===== src/rtl/nibble_bus_pkg.sv =====
// Shared constants for the nibble bus arbiter: widths, FSM bit indices,
// strobe bit positions and requester port ids.
package nibble_bus_pkg;
   localparam int ADDR_W = 10;
   localparam int NIB_W  = 4;

   // One-hot state bit positions
   localparam int S_IDLE = 0;
   localparam int S_ADDR = 1;
   localparam int S_XFER = 2;
   localparam int S_DONE = 3;

   localparam int STB_ADDR = 0;
   localparam int STB_XFER = 1;

   localparam logic PORT_F = 1'b0;
   localparam logic PORT_D = 1'b1;

   typedef enum logic [3:0] {
      ST_IDLE = 4'b0001,
      ST_ADDR = 4'b0010,
      ST_XFER = 4'b0100,
      ST_DONE = 4'b1000
   } state_t;
endpackage


===== src/rtl/nb_rr_arb2.sv =====
// Two-requester arbiter: round-robin on contention, or fixed data-port
// priority when prio_fixed is set. Grant is one-hot, indexed by port id.
module nb_rr_arb2
   import nibble_bus_pkg::*;
(
   input  logic [1:0] req,
   input  logic       prio_fixed,
   input  logic       last,
   output logic [1:0] grant
);
   always_comb begin
      grant = req;
      if (req == 2'b11) begin
         grant = 2'b00;
         if (prio_fixed || last == PORT_F) grant[PORT_D] = 1'b1;
         else                              grant[PORT_F] = 1'b1;
      end
   end
endmodule


===== src/rtl/nibble_bus_arbiter.sv =====
// Shares one multiplexed nibble bus between a fetch and a data requester.
// Each transaction runs IDLE -> ADDR -> XFER (stretchable) -> DONE.
module nibble_bus_arbiter
   import nibble_bus_pkg::*;
#(
   parameter int WAIT_MAX  = 7,
   parameter int DATA_PRIO = 0
) (
   input  logic              clk,
   input  logic              rst,
   input  logic              f_req,
   input  logic [ADDR_W-1:0] f_addr,
   output logic              f_ack,
   output logic [NIB_W-1:0]  f_rdata,
   input  logic              d_req,
   input  logic              d_we,
   input  logic [ADDR_W-1:0] d_addr,
   input  logic [NIB_W-1:0]  d_wdata,
   output logic              d_ack,
   output logic [NIB_W-1:0]  d_rdata,
   output logic              ack_err,
   output logic [ADDR_W-1:0] bus_addr,
   output logic [1:0]        bus_strobe,
   output logic              bus_we,
   output logic [NIB_W-1:0]  bus_dout,
   output logic [NIB_W-1:0]  bus_oe,
   input  logic [NIB_W-1:0]  bus_din,
   input  logic              bus_wait,
   output logic              busy
);
   localparam logic [3:0] WMAX = 4'(WAIT_MAX);

   state_t              state_q, state_d;
   logic                gnt_q, last_q, we_q, err_q;
   logic [ADDR_W-1:0]   addr_q;
   logic [NIB_W-1:0]    wdata_q, f_rdata_q, d_rdata_q;
   logic [3:0]          wait_cnt;
   logic [1:0]          grant;
   logic                any_req, timeout;

   assign any_req = f_req | d_req;
   assign timeout = state_q[S_XFER] & bus_wait & (wait_cnt == WMAX);

   nb_rr_arb2 u_arb (
      .req        ({d_req, f_req}),
      .prio_fixed (DATA_PRIO != 0),
      .last       (last_q),
      .grant      (grant)
   );

   always_ff @(posedge clk) begin
      if (rst) state_q <= ST_IDLE;
      else     state_q <= state_d;
   end

   always_comb begin
      state_d = state_q;
      case (state_q)
         ST_IDLE: if (any_req) state_d = ST_ADDR;
         ST_ADDR: state_d = ST_XFER;
         ST_XFER: if (!bus_wait || timeout) state_d = ST_DONE;
         ST_DONE: state_d = ST_IDLE;
         default: state_d = ST_IDLE;
      endcase
   end

   always_ff @(posedge clk) begin
      if (rst) begin
         gnt_q     <= PORT_F;
         last_q    <= PORT_D;
         we_q      <= 1'b0;
         err_q     <= 1'b0;
         addr_q    <= '0;
         wdata_q   <= '0;
         f_rdata_q <= '0;
         d_rdata_q <= '0;
         wait_cnt  <= '0;
      end else if (state_q[S_IDLE] && any_req) begin
         gnt_q    <= grant[PORT_D] ? PORT_D : PORT_F;
         last_q   <= grant[PORT_D] ? PORT_D : PORT_F;
         addr_q   <= grant[PORT_D] ? d_addr : f_addr;
         we_q     <= grant[PORT_D] & d_we;
         wdata_q  <= d_wdata;
         wait_cnt <= '0;
         err_q    <= 1'b0;
      end else if (state_q[S_XFER]) begin
         if (bus_wait) begin
            if (timeout) begin
               // A timed-out read returns zero rather than stale or floating data
               err_q <= 1'b1;
               if (!we_q && gnt_q == PORT_F) f_rdata_q <= '0;
               if (!we_q && gnt_q == PORT_D) d_rdata_q <= '0;
            end else begin
               wait_cnt <= wait_cnt + 4'd1;
            end
         end else if (!we_q) begin
            if (gnt_q == PORT_F) f_rdata_q <= bus_din;
            else                 d_rdata_q <= bus_din;
         end
      end
   end

   assign busy                 = ~state_q[S_IDLE];
   assign bus_addr             = addr_q;
   assign bus_strobe[STB_ADDR] = state_q[S_ADDR];
   assign bus_strobe[STB_XFER] = state_q[S_XFER];
   assign bus_we               = we_q & (state_q[S_ADDR] | state_q[S_XFER]);
   assign bus_oe               = {NIB_W{we_q & state_q[S_XFER]}};
   assign bus_dout             = (we_q & state_q[S_XFER]) ? wdata_q : '0;
   assign f_ack                = state_q[S_DONE] & (gnt_q == PORT_F);
   assign d_ack                = state_q[S_DONE] & (gnt_q == PORT_D);
   assign ack_err              = state_q[S_DONE] & err_q;
   assign f_rdata              = f_rdata_q;
   assign d_rdata              = d_rdata_q;
endmodule


===== config.mk =====
export PLATFORM = sky130hd
export DESIGN_NAME = nibble_bus_arbiter
export DESIGN_NICKNAME = d
export VERILOG_FILES = /design/src/rtl/nibble_bus_pkg.sv /design/src/rtl/nb_rr_arb2.sv /design/src/rtl/nibble_bus_arbiter.sv
export SDC_FILE = /design/constraint.sdc
export NUM_CORES = 1
export LEC_CHECK = 0
export BUFFER_PORTS_ARGS = -buffer_cell sky130_fd_sc_hd__buf_2
export CORE_MARGIN = 10
export CORE_UTILIZATION = 50
export DETAILED_ROUTE_END_ITERATION = 8
export PLACE_DENSITY = 0.8
export SYNTH_ARGS = -nofsm -noshare
export SYNTH_HDL_FRONTEND = slang
export SYNTH_SLANG_ARGS = --single-unit

===== constraint.sdc =====
create_clock -name clk -period 4.68 [get_ports clk]
set_input_delay 0.468 -clock clk [delete_from_list [all_inputs] [get_ports clk]]
set_output_delay 0.468 -clock clk [all_outputs]
set_load 0.05 [all_outputs]

## Word-level counts from Yosys, hierarchy flattened

Cells that the tools add are included.

| word-level totals | value |
|---|---|
| input port bits | 34 |
| output and inout bits | 33 |
| word-level logic and storage cells | 69 |
| flip-flop bits (word level) | 34 |

| cells by class | value |
|---|---|
| multiplexer cells | 19 |
| add/subtract/negate cells | 1 |
| equality and inequality tests | 12 |
| reductions and logical operators | 13 |
| bitwise gates (word level) | 14 |

Operator list:

| operator | number |
|---|---|
| $mux W4 | 13 |
| $pmux W4 S3 | 1 |
| $reduce_and A6 Y1 | 2 |
| $mux W10 | 1 |
| $and A1 B1 Y1 | 8 |
| $eq A4 B3 Y1 const B | 2 |
| $ne A2 B2 Y1 const B | 4 |
| $ne A2 B1 Y1 const B | 3 |
| $reduce_and A3 Y1 | 2 |
| $add A4 B1 Y4 const B | 1 |
| $eq A4 B1 Y1 const B | 1 |
| $eq A4 B2 Y1 const B | 1 |
| $not A1 Y1 | 4 |
| $logic_and A1 B1 Y1 | 3 |
| $mux W1 | 3 |
| $eq A2 B2 Y1 const B | 1 |
| $logic_not A1 Y1 | 2 |
| $mux W2 | 1 |
| $or A1 B1 Y1 | 2 |
| $reduce_and A2 Y1 | 1 |
| $reduce_bool A2 Y1 | 1 |
| $reduce_or A2 Y1 | 1 |
| $logic_or A1 B1 Y1 | 1 |

## Longest topological paths before layout

Gate-level depths: netlist of run 1.

| depth | value |
|---|---|
| word-level depth | 5 |
| depth in mapped cells | 5 |
| gate-level depth less buffers | 4 |

## Modules after synthesis

A second synthesis of run 1 with hierarchy kept.

| unflattened totals | value |
|---|---|
| cell total of the unflattened synthesis | 174 |
| area total of the unflattened synthesis | 1539.0 µm² |

Modules (own cells, without submodules):

| module | sequential area each (µm²) | instances | cells an instance | area an instance (µm²) |
|---|---|---|---|---|
| nibble_bus_arbiter | 680.7 | 1 | 170 | 1508.9 |
| nb_rr_arb2 | 0.0 | 1 | 4 | 30.0 |

## Least setup slack after synthesis of run 1

OpenSTA, ideal clock, no wires.

| timing path | value |
|---|---|
| path kind | register to output |
| start | reg state_q[2] |
| end | out bus_oe[1] |
| stages on the path, launching flop included | 4 |
| path buffers | 2 |
| arrival time | 1.447 ns |
| path slack | 2.765 ns |
| data required time | 4.212 ns |
| cell sequence | dfxtp_1 -> clkbuf_1 -> and2_1 -> buf_4 |

| between the ends | value |
|---|---|
| word-level cells in the longest chain between the ends | 1 |

RTL lines:

| item | RTL line | RTL |
|---|---|---|
| from (decl) | nibble_bus_arbiter.sv:33 | `state_t state_q, state_d;` |
| from (signal assigned) | nibble_bus_arbiter.sv:53 | `else state_q <= state_d;` |
| $and A1 B1 Y1 | nibble_bus_arbiter.sv:108 | `assign bus_oe = {NIB_W{we_q & state_q[S_XFER]}};` |
| to (decl) | nibble_bus_arbiter.sv:26 | `output logic [NIB_W-1:0] bus_oe,` |

Every way passes these cells.

## Final worst setup path of run 1

Ends and elaborated chain as after synthesis.

==> reports/metrics.cfg, run 1 <==
[status]
status=finished clean

[finish]
nNetsFinal=276
layout-drive-gt1-share_pct=31.82
antenna_cells=0
layout.area.seq_sq_um=680.7
layout_commonest_cell=buf_2
multi_input_area_sq_um=732.0
nFillCells=281
syn_to_final_growth_pct=23.75
layout_common_cells=66 x buf_2, 43 x nand2_1, 34 x dfxtp_1

[critical_path]
cp_max_fo=17
cp.arrival_ps=1500
crit_slowest_cell=dfxtp_1
crit_path_cell_trace=and2_1 -> buf_2
slowest_delay_ps=630
startpoint_type=register
r2r_cells=3
cp-end-kind=primary output
crit_type=reg2out
critPathRequiredTime_ps=4210

[timing]
timing.final.crit_share_pct=42.10
skew_ps=7.878
period_minus_slack_ps=1970
rsz0062_at_grt=no
max_freq_mhz=507.5
max-slew-margin-rel_pct=44.69
tightest_slew_ps=829.6
setup_viol=0
final-hold-violation-count=0
holdWs_ps=359.3
slew_viol_final=0
fin_setup_tns_ps=0

[placement]
globalplace.congestion=0.7597
dp_hpwl_mm=3.192
io_buffers=66

[routing]
ant_nets=0
via_count=1441
route.met2.wl_mm=1.975
dr_wl_met3_microns=395
route.top_layer_used=met4
routedWlPerCell_microns=14.99
routed_via_density=5.278
dr.pass1.iters=4
wl_mm=4.093
drt-initial-drc-count=54
wl_met1_mm=1.655
drcViolationCount=0

[synthesis]
syn_nets=217
yosysUniqueCellTypes=35
synth_area_sq_mm=0.001506
yosys.area.top_type=dfxtp_1
synth_seq_cells=34
synthTopCellsByArea=dfxtp_1 45%, nand2_1 11%, mux2i_1 5.3%, o21ai_0 5.0%, a31oi_1 4.6%
synth_top_area_share_pct=45.18
synth-warning-count=0
seq_area_frac_synth_pct=45.18
postSynthAreaPerCell_sq_um=8.277
synthCells=182

[global_routing]
grt_pass1_vias=1518
track_usage_pct=15.70
antenna_found_initial=0
grt_pass1_wl_mm=6.975
grt_max_degree=27
grt_overflow=0

[cts]
clk_pin_slew_ps=100
cts_hold_buf=0
ctsRootBufferMaster=clkbuf_4
cts_resized=0
tritoncts=yes
post-cts-setup-buffer-count=0
clockBufferDepth=2
cts.sinks=34
cts_buffers=5
clk_latency_ps=340
ctsHtreeMaxLevel=2

[power]
clkPwrFrac_pct=27.0
p_sw_mw=0.2093
p_per_area_mw_per_mm2=337.2
swShare_pct=33.30
pwr-share-comb_pct=21.5
irDropWorstVdd_uv=219.7
seqPwrFrac_pct=51.4
p_int_mw=0.4193
p_leak_nw=0.8746

[job]
cap_violations=0

[floorplan]
rows=19
core_sq_mm=0.002829
dieArea_sq_mm=0.005609
num_io_pins=67
start_util_pct=53.25
die_w_microns=74.89
die_h_microns=74.89

[worst_hold_path]
hold_depth=3
holdCritPathClass=in2reg

-- path summary, 6_finish.rpt --
path              startpoint         end  slack, ps
setup / recovery  state_q[2]   bus_oe[1]       2710
hold reg to reg   wdata_q[3]  wdata_q[3]        460
hold / removal    d_wdata[2]  wdata_q[2]        360
setup reg to reg  state_q[0]  d_rdata[3]       2910
-- state kept, by name (all words and copies together), names as in the netlist --
signal and flops:
err_q 1, d_rdata 4, bus_addr 10, wait_cnt 4, we_q 1, gnt_q 1, state_q 4, f_rdata 4
wdata_q 4, last_q 1
-- cell families after synthesis --
logic type                 after synthesis  synth area share [%]
buffers and inverters                   19                 6.229
and+or+nand+nor                         71                 21.76
adders and majority gates                1                0.8304
muxes                                    8                 5.316
DFF                                     34                 45.18
AOI/OAI and AO/OA                       49                 20.68
-- synth_stat cells (all sizes together) --
cell type,number
nand3b,2
and3,5
and2,3
a21bo,1
o21ai,16
a2111oi,1
nor2,7
mux2i,8
nand2,43
o31ai,1
clkbuf,6
a31oi,11
a21o,1
nor2b,1
dfxtp,34
a211oi,2
a32oi,1
a21boi,1
or4,2
o21a,2
inv,4
nand4,1
buf,9
a21oi,10
and3b,1
o211ai,1
nand3,1
ha,1
or3,4
or3b,1
a22oi,1
-- metrics by stage --
stage	setup slack [ps]	cell area (sq um)	utilization (%)	cells	total power, mW
floorplan	2765	1506	-	182	0.4260
global placement	2787	1804	63.78	265	0.4641
detailed placement	2741	1804	63.78	265	0.4659
CTS	2721	1864	65.90	273	0.6321
global route	2595	1864	65.90	273	0.6602
finish	2710	1864	65.90	273	0.6286
-- area by class of cell --
type                    instances  area share (%)
multi-input cells             129           39.26
clock buffers                   7           2.953
flip-flops and latches         34           36.51
well taps                      31           2.081
repair buffers                 67           18.12
inverters                       4          0.8054
clock inverters                 1          0.2685
-- critical path, delay by kind of cell (launching register included) --
family	cells	cell delay [ps]
buffers and inverters	1	280
DFF	1	630
and+or+nand+nor	1	240
-- power groups by stage --
stage / clock network (mW) / registers (mW) / logic (mW)
2_1_floorplan: 0 / 0.362 / 0.0638
3_3_place_gp: 0 / 0.329 / 0.136
3_5_place_dp: 0 / 0.329 / 0.136
4_1_cts: 0.172 / 0.323 / 0.137
5_1_grt: 0.185 / 0.327 / 0.148
6_report: 0.170 / 0.323 / 0.135
-- metal layers --
| layer | GRT usage, % | vias up |
|---|---|---|
| li1 | - | 746 |
| met1 | 16.86 | 641 |
| met2 | 25.62 | 47 |
| met3 | 8.541 | 7 |
| met4 | 5.672 | 0 |
| met5 | 0 | - |
Note: power is estimated with default switching activity, not from simulation.
==> run 2: changes to the inputs <==
- CORE_UTILIZATION: 50 -> 42
- PLACE_DENSITY: 0.8 -> 0.71
- clock period: 4.68 -> 1.6 ns (I/O delays scaled with it)
==> reports/metrics.cfg, run 2 (synthesis results as in run 1) <==
[power]
p_sw_mw=0.5902  ; +180%
report.power.total_mw=1.782  ; +180%
irDropWorstVdd_uv=708.0  ; +220%
clkPwrFrac_pct=24.1  ; -2.9 points
swShare_pct=33.11  ; -0.19 points
p_leak_nw=0.8985  ; +2.7%
pwr-share-comb_pct=23.3  ; +1.8 points
p_int_mw=1.192  ; +180%
seqPwrFrac_pct=52.6  ; +1.2 points
p_per_area_mw_per_mm2=926.2  ; +170%

[timing]
tightest_slew_ps=352.5  ; -477.1 ps
setup_viol=0  ; unchanged
final-hold-violation-count=0  ; unchanged
fin_setup_tns_ps=0  ; unchanged
timing.final.crit_share_pct=93.81
skew_ps=3.650  ; -4.227 ps
period_minus_slack_ps=1501
max_freq_mhz=666.3
slew_viol_final=0  ; unchanged
rsz0062_at_grt=no
max-slew-margin-rel_pct=76.29  ; +32 points

[cts]
cts.sinks=34  ; unchanged
cts_hold_buf=0  ; unchanged
clk_pin_slew_ps=90  ; about the same
ctsRootBufferMaster=clkbuf_4
ctsHtreeMaxLevel=2  ; unchanged
cts_buffers=5  ; unchanged
tritoncts=yes
clockBufferDepth=2  ; unchanged
clk_latency_ps=330  ; about the same

[finish]
layout_commonest_cell=buf_2
final_area_sq_mm=0.001924  ; +3.2%
fin_util_pct=56.77  ; -9.1 points
largest_reg_flops=10  ; unchanged
antenna_cells=0  ; unchanged
nNetsFinal=283  ; +2.5%
syn_to_final_growth_pct=27.74
layout_common_cells=66 x buf_2, 43 x nand2_1, 34 x dfxtp_1
layout-drive-gt1-share_pct=33.87  ; +2.1 points

[routing]
route.top_layer_used=met4
routed_via_density=4.946  ; -6.3%
dr.pass1.iters=4  ; unchanged
routedWlPerCell_microns=13.37  ; -11%
ant_nets=0  ; unchanged
via_count=1454  ; +0.90%
drcViolationCount=0  ; unchanged
dr_wl_met3_microns=493  ; +25%
drt-initial-drc-count=119  ; +120%
route.met2.wl_mm=1.667  ; -16%
wl_met1_mm=1.720  ; +3.9%
wl_mm=3.930  ; -4.0%

[global_routing]
grt_overflow=0  ; unchanged
grt_max_degree=25  ; -7.4%
grt_pass1_vias=1408  ; -7.2%
track_usage_pct=12.31  ; -3.4 points
antenna_found_initial=0  ; unchanged
grt_pass1_wl_mm=6.341  ; -9.1%

[status]
status=finished clean

[placement]
dp_hpwl_mm=2.963  ; -7.2%
place_area_sq_mm=0.001869  ; +3.6%
io_buffers=66  ; unchanged
globalplace.congestion=0.7916  ; +4.2%

[worst_hold_path]
holdCritPathClass=in2reg

[critical_path]
cp-end-kind=register
cp_max_fo=7  ; -10
startpoint_type=register
cp.arrival_ps=1770  ; +270 ps
critPathRequiredTime_ps=1860  ; -2350 ps
crit_type=reg2reg

[job]
cap_violations=0  ; unchanged

[floorplan]
dieArea_sq_mm=0.006382  ; +14%
core_sq_mm=0.003390  ; +20%
start_util_pct=44.44  ; -8.8 points
die_h_microns=79.89  ; +6.7%
num_io_pins=67  ; unchanged
rows=21  ; +2
die_w_microns=79.89  ; +6.7%

## run 2: power by group through the flow
stage	Clock, mW	Sequential [mW]	Combinational (mW)
6_report	0.429	0.938	0.415
3_5_place_dp	0	0.955	0.420
5_1_grt	0.478	0.947	0.454
3_3_place_gp	0	0.953	0.418
4_1_cts	0.441	0.936	0.421
2_1_floorplan	0	1.06	0.187
## run 2: path summary, 6_finish.rpt
check | start | to | slack, ps | depth (start not counted)
worst max-delay path | wait_cnt[0] | wait_cnt[3] | 100 | 4
worst min-delay path | d_wdata[1] | wdata_q[1] | 60 | 3
worst max register to register | wait_cnt[0] | wait_cnt[3] | 100 | 4
worst min register to register | wdata_q[0] | wdata_q[0] | 450 | 2
## run 2: worst max-delay path: stages (launching register included)
cell,delay [ps]
dfxtp_1,340
ha_2,200
and3b_1,240
or4_1,510
a21oi_1,140
## run 2: routing by layer
layer,global-route usage [%],vias to the layer above
met5,0,-
met4,4.401,0
met3,8.559,6
met2,17.66,54
met1,14.01,634
li1,-,760
## run 2: per-stage QoR
step           hold slack [ps]  setup WS, ps  instances
2_1_floorplan            271.9         94.85        182
3_3_place_gp             406.0         117.8        286
3_5_place_dp             410.1         91.24        286
4_1_cts                  48.08         66.78        293
5_1_grt                  58.74         17.89        294
6_report                 61.13         99.07        294
## run 2: layout make-up
| type | instances | area, sq um |
|---|---|---|
| flip-flops and latches | 34 | 680.7 |
| well taps | 46 | 57.56 |
| inverters | 4 | 15.01 |
| clock buffers | 7 | 45.04 |
| fillers | 317 | 1465 |
| multi-input cells | 129 | 735.7 |
| repair buffers | 74 | 390.4 |
## run 2: repair_timing
action | CTS | global route
buffers inserted | 0 | 1
gates resized for setup | 0 | 1
setup endpoints to repair | 0 | 7
